$ cat src/rtl/serial_demux_pkg.sv
// Shared definitions for the serial demultiplexer: FSM state encodings,
// the idle/stop line level and a small elaboration-time helper.
package serial_demux_pkg;

    typedef enum logic [2:0] {
        ST_IDLE    = 3'd0,
        ST_ADDR    = 3'd1,
        ST_DATA    = 3'd2,
        ST_STOP    = 3'd3,
        ST_RECOVER = 3'd4
    } state_t;

    // Level of an idle line; also the level of a good stop bit.
    localparam logic LINE_IDLE = 1'b1;

    function automatic int max_int(input int a, input int b);
        return (a > b) ? a : b;
    endfunction

endpackage

$ cat src/rtl/serial_bit_counter.sv
// Loadable down-counter with a terminal-count flag. It saturates at zero
// instead of wrapping.
module serial_bit_counter #(
    parameter int WIDTH = 4
) (
    input  logic             clk,
    input  logic             rst,
    input  logic             load,
    input  logic [WIDTH-1:0] load_value,
    input  logic             dec,
    output logic [WIDTH-1:0] count,
    output logic             tc
);

    always_ff @(posedge clk) begin
        if (rst) begin
            count <= '0;
        end else if (load) begin
            count <= load_value;
        end else if (dec && (count != '0)) begin
            count <= count - 1'b1;
        end
    end

    assign tc = (count == '0);

endmodule

$ cat src/rtl/serial_demux.sv
// Serial-to-port demultiplexer: decodes start/address/payload/stop frames,
// steers the payload bits onto the addressed port and strobes completion.
module serial_demux
    import serial_demux_pkg::*;
#(
    parameter int NPORTS = 4,
    parameter int DATA_W = 8
) (
    input  logic              clk,
    input  logic              rst,
    input  logic              serial_in,
    output logic [NPORTS-1:0] port_data,
    output logic [DATA_W-1:0] port_word,
    output logic [NPORTS-1:0] port_valid,
    output logic              frame_err,
    output logic              busy
);

    localparam int ADDR_W = $clog2(NPORTS);
    localparam int CNT_W  = $clog2(max_int(ADDR_W, DATA_W) + 1);

    // The counter is loaded with (length - 1) so the last bit is taken on tc.
    localparam logic [CNT_W-1:0] ADDR_LOAD = CNT_W'(ADDR_W - 1);
    localparam logic [CNT_W-1:0] DATA_LOAD = CNT_W'(DATA_W - 1);

    state_t            state;
    state_t            state_next;
    logic [ADDR_W-1:0] addr_q;
    logic [DATA_W-1:0] payload_q;

    logic              cnt_load;
    logic [CNT_W-1:0]  cnt_load_value;
    logic              cnt_dec;
    logic [CNT_W-1:0]  cnt;
    logic              cnt_tc;

    logic              shift_addr;
    logic              shift_data;
    logic              good_frame;
    logic              bad_frame;

    serial_bit_counter #(
        .WIDTH (CNT_W)
    ) u_bit_counter (
        .clk        (clk),
        .rst        (rst),
        .load       (cnt_load),
        .load_value (cnt_load_value),
        .dec        (cnt_dec),
        .count      (cnt),
        .tc         (cnt_tc)
    );

    always_comb begin
        state_next     = state;
        cnt_load       = 1'b0;
        cnt_load_value = '0;
        cnt_dec        = 1'b0;
        shift_addr     = 1'b0;
        shift_data     = 1'b0;
        good_frame     = 1'b0;
        bad_frame      = 1'b0;

        case (state)
            ST_IDLE: begin
                if (serial_in != LINE_IDLE) begin
                    state_next     = ST_ADDR;
                    cnt_load       = 1'b1;
                    cnt_load_value = ADDR_LOAD;
                end
            end
            ST_ADDR: begin
                shift_addr = 1'b1;
                if (cnt_tc) begin
                    state_next     = ST_DATA;
                    cnt_load       = 1'b1;
                    cnt_load_value = DATA_LOAD;
                end else begin
                    cnt_dec = 1'b1;
                end
            end
            ST_DATA: begin
                shift_data = 1'b1;
                if (cnt_tc) begin
                    state_next = ST_STOP;
                    cnt_load   = 1'b1;
                end else begin
                    cnt_dec = 1'b1;
                end
            end
            ST_STOP: begin
                cnt_load = 1'b1;
                if (serial_in == LINE_IDLE) begin
                    good_frame = 1'b1;
                    state_next = ST_IDLE;
                end else begin
                    bad_frame  = 1'b1;
                    state_next = ST_RECOVER;
                end
            end
            ST_RECOVER: begin
                // A line stuck low must not be mistaken for a new start bit.
                if (serial_in == LINE_IDLE) begin
                    state_next = ST_IDLE;
                    cnt_load   = 1'b1;
                end
            end
            default: begin
                state_next = ST_IDLE;
                cnt_load   = 1'b1;
            end
        endcase
    end

    always_ff @(posedge clk) begin
        if (rst) begin
            state      <= ST_IDLE;
            addr_q     <= '0;
            payload_q  <= '0;
            port_word  <= '0;
            port_valid <= '0;
            frame_err  <= 1'b0;
        end else begin
            state <= state_next;
            if (shift_addr) begin
                addr_q <= (addr_q << 1) | ADDR_W'(serial_in);
            end
            // Payload arrives LSB first, so bits enter at the top and drift down.
            if (shift_data) begin
                payload_q <= (payload_q >> 1) | (DATA_W'(serial_in) << (DATA_W - 1));
            end
            port_valid <= good_frame ? (NPORTS'(1) << addr_q) : '0;
            frame_err  <= bad_frame;
            if (good_frame) begin
                port_word <= payload_q;
            end
        end
    end

    always_comb begin
        port_data = '1;
        if (state == ST_DATA) begin
            port_data[addr_q] = serial_in;
        end
    end

    assign busy = (state != ST_IDLE);

endmodule

$ cat config.mk
export PLATFORM = sky130hd
export DESIGN_NAME = serial_demux
export DESIGN_NICKNAME = d
export VERILOG_FILES = /design/src/rtl/serial_demux_pkg.sv /design/src/rtl/serial_bit_counter.sv /design/src/rtl/serial_demux.sv
export SDC_FILE = /design/constraint.sdc
export NUM_CORES = 1
export LEC_CHECK = 0
export CAP_MARGIN = 20
export CORE_MARGIN = 2
export CORE_UTILIZATION = 49
export DETAILED_ROUTE_END_ITERATION = 12
export PLACE_DENSITY_LB_ADDON = 0.3
export SLEW_MARGIN = 10
export SYNTH_ARGS = -nofsm -noshare
export SYNTH_HDL_FRONTEND = slang
export SYNTH_SLANG_ARGS = --single-unit
$ cat constraint.sdc
create_clock -name clk -period 2.1 [get_ports clk]
set_clock_uncertainty 0.1 [all_clocks]
set_input_delay 0.63 -clock clk [delete_from_list [all_inputs] [get_ports clk]]
set_output_delay 0.63 -clock clk [all_outputs]
set_load 0.005 [all_outputs]
=== Yosys cells after proc, flatten, opt, wreduce, memory -nomap -nowiden ===
Index checks and enable logic that the tools add are counted.

* Register bits: 30
* Bits of input ports: 3
* Output and inout port bits: 18
* Logic and storage cells: 59

* Add/sub/neg operators: 1
* Magnitude comparators: 2
* Equality and inequality tests: 8
* Shift-type cells: 1
* Mux-type cells: 23
* Bitwise logic cells: 6
* Reduce and logical (&&, ||, !) cells: 11

{| class="wikitable"
|+ Operators by type and width
! operator !! number
|-
| 2-to-1 mux 3 bit || 6
|-
| case mux 3 bit (5 select lines) || 1
|-
| 2-to-1 mux 4 bit || 3
|-
| 2-to-1 mux 1 bit || 10
|-
| inequality test 2 bit (second input constant) || 4
|-
| bitwise OR 7 x 8 -> 8 bit || 1
|-
| case mux 4 bit (2 select lines) || 1
|-
| equality test 3 x 2 -> 1 bit (second input constant) || 2
|-
| OR reduction 2 bit || 3
|-
| zero test 4 bit || 1
|-
| NOT 4 bit || 1
|-
| bitwise OR 4 bit || 1
|-
| AND reduction 4 bit || 1
|-
| nonzero test 4 bit || 1
|-
| << shifter 1 x 2 -> 4 bit (first input constant) || 1
|-
| subtractor 4 x 1 -> 4 bit (second input constant) || 1
|-
| equality test 3 x 1 -> 1 bit (second input constant) || 1
|-
| equality test 3 bit (second input constant) || 1
|-
| zero test 3 bit || 1
|-
| < comparator 2 x 3 -> 1 bit (second input constant) || 1
|-
| case mux 1 bit (3 select lines) || 1
|-
| nonzero test 3 bit || 1
|-
| demux 1 bit (select 2 bit) || 1
|-
| greater-or-equal comparator 2 x 1 -> 1 bit (second input constant) || 1
|-
| 4 further kinds || 6
|}

=== Depth between registers and ports, before layout ===
Gate-level depths: netlist of run 1.

* Depth in word-level cells: 7
* Depth in mapped cells: 6
* Mapped depth without buffers: 6

=== Modules after synthesis ===
A second synthesis of run 1 with hierarchy kept.

* Cells, all modules: 164
* Area, all modules: 1,371.3 um^2

{| class="wikitable"
|+ Modules (own cells, without submodules)
! module !! times used !! cells an instance !! area an instance (um^2) !! sequential area each (um^2)
|-
| serial_demux || 1 || 135 || 1,108.6 || 520.5
|-
| serial_bit_counter || 1 || 29 || 262.8 || 80.1
|}

=== Least setup slack after synthesis of run 1 ===
No wires, ideal clock.

* Path type: in2out
* Start: in serial_in
* End: out port_data[3]
* Arrival time: 1.165 ns
* Required time: 1.370 ns
* Setup slack: 0.205 ns
* Stages: 3
* Buffers on the path: 1
* Cell sequence: buf_2 -> nor3_2 -> nand3_1

* Longest elaborated chain between the ends: 2

{| class="wikitable"
|+ RTL lines
! item !! RTL line !! RTL
|-
| from (decl) || serial_demux.sv:11 || <nowiki>input logic serial_in,</nowiki>
|-
| bitwise OR 4 bit (no source line) || - ||
|-
| 2-to-1 mux 4 bit || serial_demux.sv:142 || <nowiki>if (state == ST_DATA) begin</nowiki>
|-
| to (decl) || serial_demux.sv:12 || <nowiki>output logic [NPORTS-1:0] port_data,</nowiki>
|}

No other way between the ends.

=== Worst setup path in the final report of run 1 ===
* Start: in serial_in
* End: out port_data[1]

Same word-level chain as after synthesis.

==> out/metrics.cfg, run 1 <==
[run_status]
status = complete, but fails checks
violations = setup timing

[worst_setup_path]
path_cells = dlygate4sd2_1 > nor3_4 > buf_4 > nand3b_1 > buf_2
reg2reg_depth = 6
critPathLaunchType = input pin
cp_slowest_stage_delay_ns = 0.28
crit_start = serial_in
cp.required_ns = 1.37
cp-end-kind = output port
cpLargestDelayFamily = buffers and inverters
r2r-end = state[0]$_SDFFE_PP0P_
path_depth = 5
cp-endpoint = port_data[1]
critPathMaxFanout = 3
arrival_ns = 1.51
critPathKind = in -> out
path_buf_inv = 3
reg2reg_setup_slack_ns = 0.43
crit_slowest_cell = dlygate4sd2_1
reg2reg_from = u_bit_counter.count[0]$_SDFFE_PP0P_

[logic_synthesis]
synth_top_family_by_area = simple AND/OR/NAND/NOR gates
ys_types = 31
synth_adder_area_share = 0.00998
syn_area_um2 = 1250
postSynthAreaPerCell_um2 = 8.41
ys_seq_area_frac = 0.479
yosys.cell_count.top_type = dfxtp_1
muxShareOfSynthArea = 0.0240
syn_nets = 153
synthTopCellsByCount = 30 x dfxtp_1, 28 x nand2_1, 18 x a21oi_1
synthSimpleGateAreaFrac = 0.283
yosys.area.top_type = dfxtp_1
synthArstFlopShare = 0
synth-compound-area-share = 0.139
yosysWarnings = 0
synthCells = 149
ys.flop_type = dfxtp_1
synth_xor_area_frac = 0.0140
yosys-top-cells-area = dfxtp_1 48%, nand2_1 8.4%, a21oi_1 7.2%
synth_edf_count = 0
synth-seq-cells = 30
synth_top_area_frac = 0.479

[hold_path]
min_path_type = reg -> reg

[timing]
hold_violations = 0
setup_viol_count_final = 3
fin_tns_setup_ns = -0.389
fin_ws_ns = -0.137
fmax_mhz = 447
maxSlewHeadroom = 0.675
worst_slew_pin_slew_ns = 0.484
fin_crit_sh = 1.07
timing.final.max_slew_violations = 0
fin_hold_ws_ns = 0.360
min_period_ns = 2.24
rsz0062_at_grt = yes

[power]
p_sw_mw = 0.549
p_int_mw = 1.19
p_sw_frac = 0.315
power_leakage_nw = 0.575
vdd_drop_max_mv = 0.912
power_density_nw_per_um2 = 1080
clkPwrFrac = 0.277
power_frac_seq = 0.395
combPwrFrac = 0.328

[grt]
met1_usage = 0.258
antenna_found_initial = 0
grt_use_met2 = 0.317
grt_pass1_vias = 943
grt_use_met3 = 0.0820
busiest_layer = met2
groute.usage.overall = 0.208
grt_pass1_wl_mm = 4.29
grt_max_degree = 22
overflow = 0

[cells_and_area]
layout.nets = 181
postLayoutCellArea_um2 = 1610
instances_no_fill = 207
multi_input_area_um2 = 604
register_area_um2 = 603
syn_to_final_growth_pct = 28.6
drive_above_1_share = 0.198
diodes = 0
fill_cells = 224

[drt]
drcViolationCount = 0
ant_nets = 0
drtIter0Drc = 47
dr.pass1.iters = 4
viasPerCell = 5.29
wl_mm = 2.64
avgRoutedWirePerCell_um = 12.7
vias = 1094

[placed_design]
numPortBuffers = 20
place_area_um2 = 1510
hpwl_mm = 1.60
gp_congestion = 0.775
dp_slack_ns = -0.594
dp.cells = 197

[clock_network]
insertion_delay_ns = 0.35
numCtsBuffers = 5
clk_pin_slew_worst_paths_ns = 0.09
cts_tree = built
root_buffer = clkbuf_4
postCtsHoldBufs = 0
htreeDepth = 2
cts_num_sinks = 30
clock_path_buffers = 2

[floorplanning]
pin_count = 21
core-area_um2 = 2450
row_count = 18
die_y_um = 54.6
start_util = 0.511
fp.dieW_um = 54.6
dieArea_um2 = 2980

[run]
drv_cap = 0

power by group through the flow:
stage          Sequential [mW]  Combinational [mW]  Clock, mW
6_report                 0.687               0.570      0.482
4_1_cts                  0.685               0.572      0.486
5_1_grt                  0.699               0.646      0.512
3_5_place_dp             0.691               0.552          0
3_3_place_gp             0.686               0.542          0
2_1_floorplan            0.679               0.420          0
final cells by class:
type                    instances  share of cell area
well taps                      30              0.0233
multi-input cells             104               0.375
clock buffers                   6              0.0318
clock inverters                 1              0.0186
flip-flops and latches         30               0.374
repair buffers                 33               0.171
inverters                       3             0.00698
worst min-delay path by stage:
stage / from / end / slack (ns) / cells after the start
5_1_grt: port_word[7]$_SDFFE_PP0N_ / port_word[7]$_SDFFE_PP0N_ / 0.38 / 2
6_report: port_word[6]$_SDFFE_PP0N_ / port_word[6]$_SDFFE_PP0N_ / 0.36 / 2
3_5_place_dp: payload_q[0]$_SDFFE_PP0N_ / port_word[0]$_SDFFE_PP0N_ / 0.35 / 2
2_1_floorplan: payload_q[0]$_SDFFE_PP0N_ / port_word[0]$_SDFFE_PP0N_ / 0.33 / 2
4_1_cts: port_word[7]$_SDFFE_PP0N_ / port_word[7]$_SDFFE_PP0N_ / 0.36 / 2
3_3_place_gp: port_word[3]$_SDFFE_PP0N_ / port_word[3]$_SDFFE_PP0N_ / 0.34 / 2
state kept, by name, indices dropped and copies added (netlist names):
| name | cells |
|---|---|
| port_valid | 4 |
| payload_q | 8 |
| port_word | 8 |
| frame_err | 1 |
| state | 3 |
| addr_q | 2 |
| u_bit_counter.count | 4 |
kinds of logic after synthesis:
logic type | after synthesis
DFF | 30
AOI/OAI and AO/OA | 31
muxes | 3
adders and majority gates | 1
buffers and inverters | 15
xor gates and xnor gates | 2
and+or+nand+nor | 67
layout by cell type, fill, tap and decap left out, drive strengths merged, types with 3 or more instances in the layout:
cell type / n
a21oi: 18
buf: 17
o21ai: 8
clkbuf: 7
mux2i: 3
inv: 3
a211oi: 4
nor2: 9
nor3: 7
nand2: 28
nand3b: 4
nor3b: 7
dfxtp: 30
clkdlybuf4s50: 14
routing by layer:
layer	wire length, um	up-vias
li1	-	560
met1	1210	502
met2	1250	27
met3	125	5
met4	52	0
met5	0	-
stage by stage:
| stage | util | power [mW] |
|---|---|---|
| floorplan | - | 1.10 |
| global placement | 0.617 | 1.23 |
| detailed placement | 0.617 | 1.24 |
| CTS | 0.657 | 1.74 |
| global route | 0.657 | 1.86 |
| finish | 0.657 | 1.74 |
worst register-to-register path: cells and delay by family, from the launching register on:
kind	cells	cell delay [ns]
AO/OA/AOI/OAI	2	0.23
adder cells (fa/ha/maj)	1	0.18
flip-flops	1	0.34
AND/OR/NAND/NOR	2	0.70
buffers and inverters	1	0.06
repair_timing:
item,4_1_cts,5_1_grt
pin swaps,2,1
endpoints found under the hold margin,0,0
endpoints found under the setup margin,5,5
buffers inserted,3,0
gates resized for setup,24,2
Power figures use the tool's default switching activity.
==> run 2, diff against run 1 <==
Settings changed: PLACE_DENSITY from default to 0.84, PLACE_DENSITY_LB_ADDON 0.3 to default.
==> run 2 against run 1 <==
  * The flow still finishes with violations (setup timing)
  * Maximum frequency is 3.1% higher
  * Flip-flop and latch count stayed put
  * Global-route usage is 1.2 points lower
  * Final area is 1.2% lower
  * Combinational power hardly changed
  * Non-clock buffer count stayed put
  * Via count is 1.5% higher
  * Power is 7.9% lower
  * Critical path depth stayed put
  * Utilization is 0.82 points lower
  * Sequential share of layout area is 0.47 points higher
  * Critical endpoint is now port_data[2]
  * Largest cell class is now registers
  * Highest routed layer unchanged
==> out/metrics.cfg, run 2 (synthesis results as in run 1) <==
[run_status]
status = complete, but fails checks
violations = setup timing

[timing]
hold_violations = 0  ; unchanged
fmax_mhz = 461  ; +3.1%
fin_crit_sh = 1.03  ; -0.0323
fin_ws_ns = -0.0689  ; +0.0677 ns
fin_hold_ws_ns = 0.359  ; -0.000773 ns
maxSlewHeadroom = 0.689  ; +0.0149
worst_slew_pin_slew_ns = 0.462  ; -0.0222 ns
min_period_ns = 2.17  ; -0.0677 ns
fin_tns_setup_ns = -0.143  ; +0.246 ns
setup_viol_count_final = 3  ; unchanged
rsz0062_at_grt = yes
timing.final.max_slew_violations = 0  ; unchanged

[power]
combPwrFrac = 0.354  ; +0.026
power_leakage_nw = 0.564  ; -2.0%
p_int_mw = 1.07  ; -10%
p_sw_frac = 0.332  ; +0.0162
p_sw_mw = 0.531  ; -3.2%
power_mw = 1.60  ; -7.9%
clkPwrFrac = 0.216  ; -0.061
power_frac_seq = 0.430  ; +0.035
power_density_nw_per_um2 = 1010  ; -6.7%
vdd_drop_max_mv = 0.701  ; -23%

[cells_and_area]
drive_above_1_share = 0.191  ; -0.00673
fill_cells = 207  ; -7.6%
final_cell_mix = 28 x nand2_1, 28 x dfxtp_1, 18 x a21oi_1
postLayoutCellArea_um2 = 1590  ; -1.2%
instances_no_fill = 208  ; +0.48%
syn_to_final_growth_pct = 27.0
largestRegisters = payload_q: 8 flops, port_word: 8 flops
layout.nets = 181  ; unchanged
diodes = 0  ; unchanged

[clock_network]
numCtsBuffers = 5  ; unchanged
postCtsHoldBufs = 0  ; unchanged
cts_num_sinks = 30  ; unchanged
clk_pin_slew_worst_paths_ns = 0.09  ; about the same
clock_path_buffers = 2  ; unchanged
cts_tree = built
insertion_delay_ns = 0.31  ; -0.04 ns
htreeDepth = 2  ; unchanged
root_buffer = clkbuf_4

[worst_setup_path]
path_buf_inv = 2  ; -1
cpLargestDelayFamily = simple AND/OR/NAND/NOR gates
cp_slowest_stage_delay_ns = 0.33  ; +0.05 ns
path_cells = or2b_1 > nor3_4 > buf_6 > nand3b_1 > buf_2
cp.required_ns = 1.37  ; about the same
crit_slowest_cell = dfxtp_2
critPathLaunchType = register
arrival_ns = 1.44  ; -0.07 ns
critPathMaxFanout = 4  ; +1
critPathKind = reg -> out
cp-end-kind = output port

[drt]
dr.pass1.iters = 4  ; unchanged
viasPerCell = 5.34  ; +0.97%
drcViolationCount = 0  ; unchanged
vias = 1110  ; +1.5%
ant_nets = 0  ; unchanged
drtIter0Drc = 22  ; -53%
avgRoutedWirePerCell_um = 12.4  ; -2.6%
wl_mm = 2.58  ; -2.1%

[grt]
grt_pass1_vias = 975  ; +3.4%
grt_max_degree = 21  ; -4.5%
antenna_found_initial = 0  ; unchanged
overflow = 0  ; unchanged
grt_pass1_wl_mm = 4.09  ; -4.7%
groute.usage.overall = 0.196  ; -0.0121

[floorplanning]
row_count = 18  ; unchanged
start_util = 0.511  ; unchanged
pin_count = 21  ; unchanged
die_y_um = 54.6  ; unchanged
core-area_um2 = 2450  ; unchanged
fp.dieW_um = 54.6  ; unchanged
dieArea_um2 = 2980  ; unchanged

[placed_design]
hpwl_mm = 1.78  ; +11%
numPortBuffers = 20  ; unchanged
dp.cells = 196  ; -0.51%
gp_congestion = 0.766  ; -1.1%
place_area_um2 = 1510  ; -0.50%

[hold_path]
min_path_type = reg -> reg

[run]
drv_cap = 0  ; unchanged

run 2: cell types whose count changed in the layout (fill, tap and decap cells not counted):
cell,change
dlygate4sd2_1,-1
bufinv_16,-1
clkinv_2,+1
clkdlybuf4s15_1,+1
or2b_1,+1
buf_4,-1
or2b_4,-1
buf_6,+1
clkbuf_1,+1
run 2: metrics by stage:
stage | setup slack [ns] | utilization
detailed placement | -0.601 | 0.614
global route | -0.137 | 0.649
global placement | -0.567 | 0.614
CTS | -0.104 | 0.645
floorplan | 0.205 | -
finish | -0.0689 | 0.649
run 2: tightest hold or removal path, cell delays in order, from the launching register on:
cell and delay [ns]:
dfxtp_1 0.32, nand2_1 0.05, a21oi_1 0.05
run 2: final timing paths:
kind,from,to,slack (ns),depth (start not counted)
setup / recovery,state[1]$_SDFFE_PP0P_,port_data[2],-0.07,5
setup reg to reg,u_bit_counter.count[0]$_SDFFE_PP0P_,state[0]$_SDFFE_PP0P_,0.39,6
hold / removal,payload_q[0]$_SDFFE_PP0N_,port_word[0]$_SDFFE_PP0N_,0.36,2
hold reg to reg,payload_q[0]$_SDFFE_PP0N_,port_word[0]$_SDFFE_PP0N_,0.36,2
run 2: cell type report:
cell class / count / area (um2) / share of cell area
inverters: 3 / 11.3 / 0.00707
repair buffers: 33 / 280 / 0.176
well taps: 30 / 37.5 / 0.0236
clock inverters: 1 / 5.00 / 0.00314
clock buffers: 7 / 55.1 / 0.0346
multi-input cells: 104 / 601 / 0.377
flip-flops and latches: 30 / 603 / 0.379
run 2: timing repair:
action / CTS / global route
setup buffers: 3 / 1
pin swaps: 1 / 1
resized for setup: 24 / 3
hold endpoints to repair: 0 / 0
endpoints found under the setup margin: 5 / 5
run 2: metal layers:
layer / GRT usage / vias to the layer above / share of wire
li1: - / 566 / -
met1: 0.232 / 517 / 0.44
met2: 0.321 / 23 / 0.51
met3: 0.0656 / 4 / 0.037
met4: 0.0792 / 0 / 0.015
met5: 0 / - / 0
run 2: power groups by stage:
stage          registers, mW  clock network, mW  logic, mW
3_3_place_gp           0.689                  0      0.529
2_1_floorplan          0.679                  0      0.420
4_1_cts                0.688              0.360      0.568
5_1_grt                0.698              0.379      0.627
3_5_place_dp           0.694                  0      0.546
6_report               0.690              0.345      0.567
==> run 3, diff against run 2 <==
Settings changed: ABC_AREA from default to 1, PLACE_DENSITY 0.84 to 0.85.
==> run 3 against run 2 <==
  * The flow now finishes without violations
  * Cell count is 9.1% higher
  * First-iteration DRC count is 4.5% lower
  * Setup slack improved by 0.10 ns
  * Final area grew 3.5%
  * Worst hold slack better by 0.011 ns
  * Wire length grew 8.8%
  * Power rose by 33%
  * Die area is 1.8% lower
  * Area after synthesis fell by 2.0%
  * Critical path type is now in -> out
  * Critical endpoint is now port_data[1]
  * Largest cell class unchanged
  * Largest power group unchanged
  * Highest routed layer unchanged
==> out/metrics.cfg, run 3 <==
[cells_and_area]
layout.nets = 200  ; +10%
drive_above_1_share = 0.218  ; +0.0273
final_cell_mix = 30 x nand2_1, 27 x dfxtp_1, 23 x nor2_1
final_common_cell = nand2_1
postLayoutCellArea_um2 = 1650  ; +3.5%
largestRegisters = payload_q: 8 flops, port_word: 8 flops
syn_to_final_growth_pct = 34.2
instances_no_fill = 227  ; +9.1%
diodes = 0  ; unchanged

[hold_path]
whs_path_depth = 2  ; unchanged
hp-start = port_word[4]$_SDFFE_PP0N_
worstHoldEndpoint = port_word[4]$_SDFFE_PP0N_
min_path_type = reg -> reg

[placed_design]
dp.cells = 212  ; +8.2%
numPortBuffers = 20  ; unchanged
place_area_um2 = 1500  ; -0.66%
hpwl_mm = 1.75  ; -1.6%
gp_congestion = 0.751  ; -2.0%
dp_slack_ns = -0.431  ; +0.170 ns

[clock_network]
numCtsBuffers = 5  ; unchanged
insertion_delay_ns = 0.33  ; +0.02 ns
cts_tree = built
cts_num_sinks = 30  ; unchanged
clock_path_buffers = 2  ; unchanged
htreeDepth = 2  ; unchanged
postCtsHoldBufs = 0  ; unchanged
root_buffer = clkbuf_4
clk_pin_slew_worst_paths_ns = 0.10  ; about the same

[logic_synthesis]
synthSimpleGateAreaFrac = 0.288  ; +0.00475
synth_edf_count = 0  ; unchanged
yosysWarnings = 0  ; unchanged
synthArstFlopShare = 0  ; unchanged
synth_top_area_frac = 0.489  ; +0.00976
ys_types = 22  ; -29%
synthCells = 159  ; +6.7%
ys_seq_area_frac = 0.489  ; +0.00976
syn_nets = 163  ; +6.5%
synth_xor_area_frac = 0.00713  ; -0.00684
ys.flop_type = dfxtp_1
syn_area_um2 = 1230  ; -2.0%
yosys-top-cells-area = dfxtp_1 49%, nand2_1 9.2%, nor2_1 7.0%
synth-seq-cells = 30  ; unchanged
synth_adder_area_share = 0.0102  ; +0.000203
synthTopCellsByCount = 30 x dfxtp_1, 30 x nand2_1, 23 x nor2_1
yosys.area.top_type = dfxtp_1
postSynthAreaPerCell_um2 = 7.73  ; -8.2%
synth_top_family_by_area = simple AND/OR/NAND/NOR gates
muxShareOfSynthArea = 0  ; -0.0240
synth-compound-area-share = 0.134  ; -0.00430

[grt]
grt_pass1_vias = 1075  ; +10%
antenna_found_initial = 0  ; unchanged
overflow = 0  ; unchanged
grt_pass1_wl_mm = 4.69  ; +15%
grt_max_degree = 16  ; -24%
groute.usage.overall = 0.229  ; +0.0336

[drt]
ant_nets = 0  ; unchanged
drtIter0Drc = 21  ; -4.5%
vias = 1191  ; +7.3%
dr.pass1.iters = 4  ; unchanged
drcViolationCount = 0  ; unchanged
wl_mm = 2.81  ; +8.8%
viasPerCell = 5.25  ; -1.7%
avgRoutedWirePerCell_um = 12.4  ; -0.34%

[floorplanning]
core-area_um2 = 2430  ; -0.92%
start_util = 0.505  ; -0.00556
fp.dieW_um = 54.1  ; -0.93%
dieArea_um2 = 2920  ; -1.8%
die_y_um = 54.1  ; -0.93%
row_count = 18  ; unchanged
pin_count = 21  ; unchanged

[run_status]
status = finished clean

[timing]
min_period_ns = 2.07  ; -0.104 ns
maxSlewHeadroom = 0.742  ; +0.0525
fin_ws_ns = 0.0347  ; +0.104 ns
worst_slew_pin_slew_ns = 0.387  ; -0.0757 ns
timing.final.max_slew_violations = 0  ; unchanged
fin_hold_ws_ns = 0.370  ; +0.0111 ns
hold_violations = 0  ; unchanged
fmax_mhz = 484  ; +5.0%
fin_crit_sh = 0.983  ; -0.0493
setup_viol_count_final = 0  ; -3
rsz0062_at_grt = no

[power]
power_density_nw_per_um2 = 1290  ; +28%
power_mw = 2.13  ; +33%
vdd_drop_max_mv = 1.15  ; +64%
power_leakage_nw = 0.702  ; +24%

[worst_setup_path]
reg2reg_depth = 8  ; +2
critPathKind = in -> out
critPathMaxFanout = 5  ; +1
r2r-end = u_bit_counter.count[1]$_SDFFE_PP0P_
reg2reg_from = u_bit_counter.count[0]$_SDFFE_PP0P_
cp-end-kind = output port
reg2reg_setup_slack_ns = 0.59  ; +0.20 ns
arrival_ns = 1.34  ; -0.10 ns
cp.required_ns = 1.37  ; about the same
critPathLaunchType = input pin

[run]
drv_cap = 0  ; unchanged

## run 3: cell count changes in the layout (fill, tap and decap cells not counted), moves of 4 or more
| cell | before | now |
|---|---|---|
| buf_2 | 4 | 0 |
| inv_1 | 3 | 13 |
| nand2_4 | 0 | 5 |
| nand3_1 | 1 | 8 |
| nand3b_1 | 4 | 0 |
| nand4_1 | 0 | 4 |
| nor2_1 | 9 | 23 |
| nor3_1 | 6 | 0 |
| nor3b_1 | 5 | 0 |
| o21ai_0 | 8 | 12 |
## run 3: layout make-up
cell class	count	area (um2)
Clock buffer	6	51.3
Sequential cell	30	609
Inverter	18	75.1
Clock inverter	2	60.1
Multi-Input combinational cell	108	541
Timing Repair Buffer	33	275
Tap cell	30	37.5
Fill cell	182	783
## run 3: repair_timing
| action | CTS | global route |
|---|---|---|
| endpoints found under the hold margin | 0 | 0 |
| setup buffers | 7 | 0 |
| pin swaps | 1 | 0 |
| resized for setup | 13 | 7 |
| setup endpoints to repair | 5 | 4 |
## run 3: power breakdown
part / internal, mW / switching, mW
clock: 0.403 / 0.207
sequential: 0.685 / 0.0974
combinational: 0.292 / 0.446
## run 3: per-stage QoR
stage	setup TNS [ns]	utilization
after global placement	-1.58	0.615
after CTS	-0.0202	0.685
final	0	0.678
after global routing	0	0.678
after floorplan	0	-
after detailed placement	-1.68	0.615
## run 3: per-layer routing
| metal | part of all wire | GRT usage | vias up |
|---|---|---|---|
| li1 | - | - | 593 |
| met1 | 0.41 | 0.250 | 539 |
| met2 | 0.49 | 0.372 | 43 |
| met3 | 0.050 | 0.0694 | 16 |
| met4 | 0.048 | 0.171 | 0 |
| met5 | 0 | 0 | - |
## run 3: worst max-delay path, stage by stage
cell	delay [ns]
dlygate4sd2_1	0.26
inv_2	0.09
buf_4	0.11
nand4_1	0.10
clkbuf_2	0.14
## run 3: how the worst max path moves through the flow
stage | start | to | slack (ns) | cells past startpoint
2_1_floorplan | state[2]$_SDFFE_PP0P_ | port_data[0] | 0.46 | 5
3_3_place_gp | serial_in | port_data[2] | -0.40 | 4
3_5_place_dp | serial_in | port_data[1] | -0.43 | 4
4_1_cts | serial_in | port_data[1] | -0.02 | 5
5_1_grt | serial_in | port_data[1] | 0.003 | 5
6_report | serial_in | port_data[1] | 0.03 | 5
## run 3: cell families after synthesis
family | Yosys count
AND/OR/NAND/NOR | 74
XOR/XNOR | 1
buffers and inverters | 21
AO/OA/AOI/OAI | 32
flip-flops | 30
adder cells (fa/ha/maj) | 1
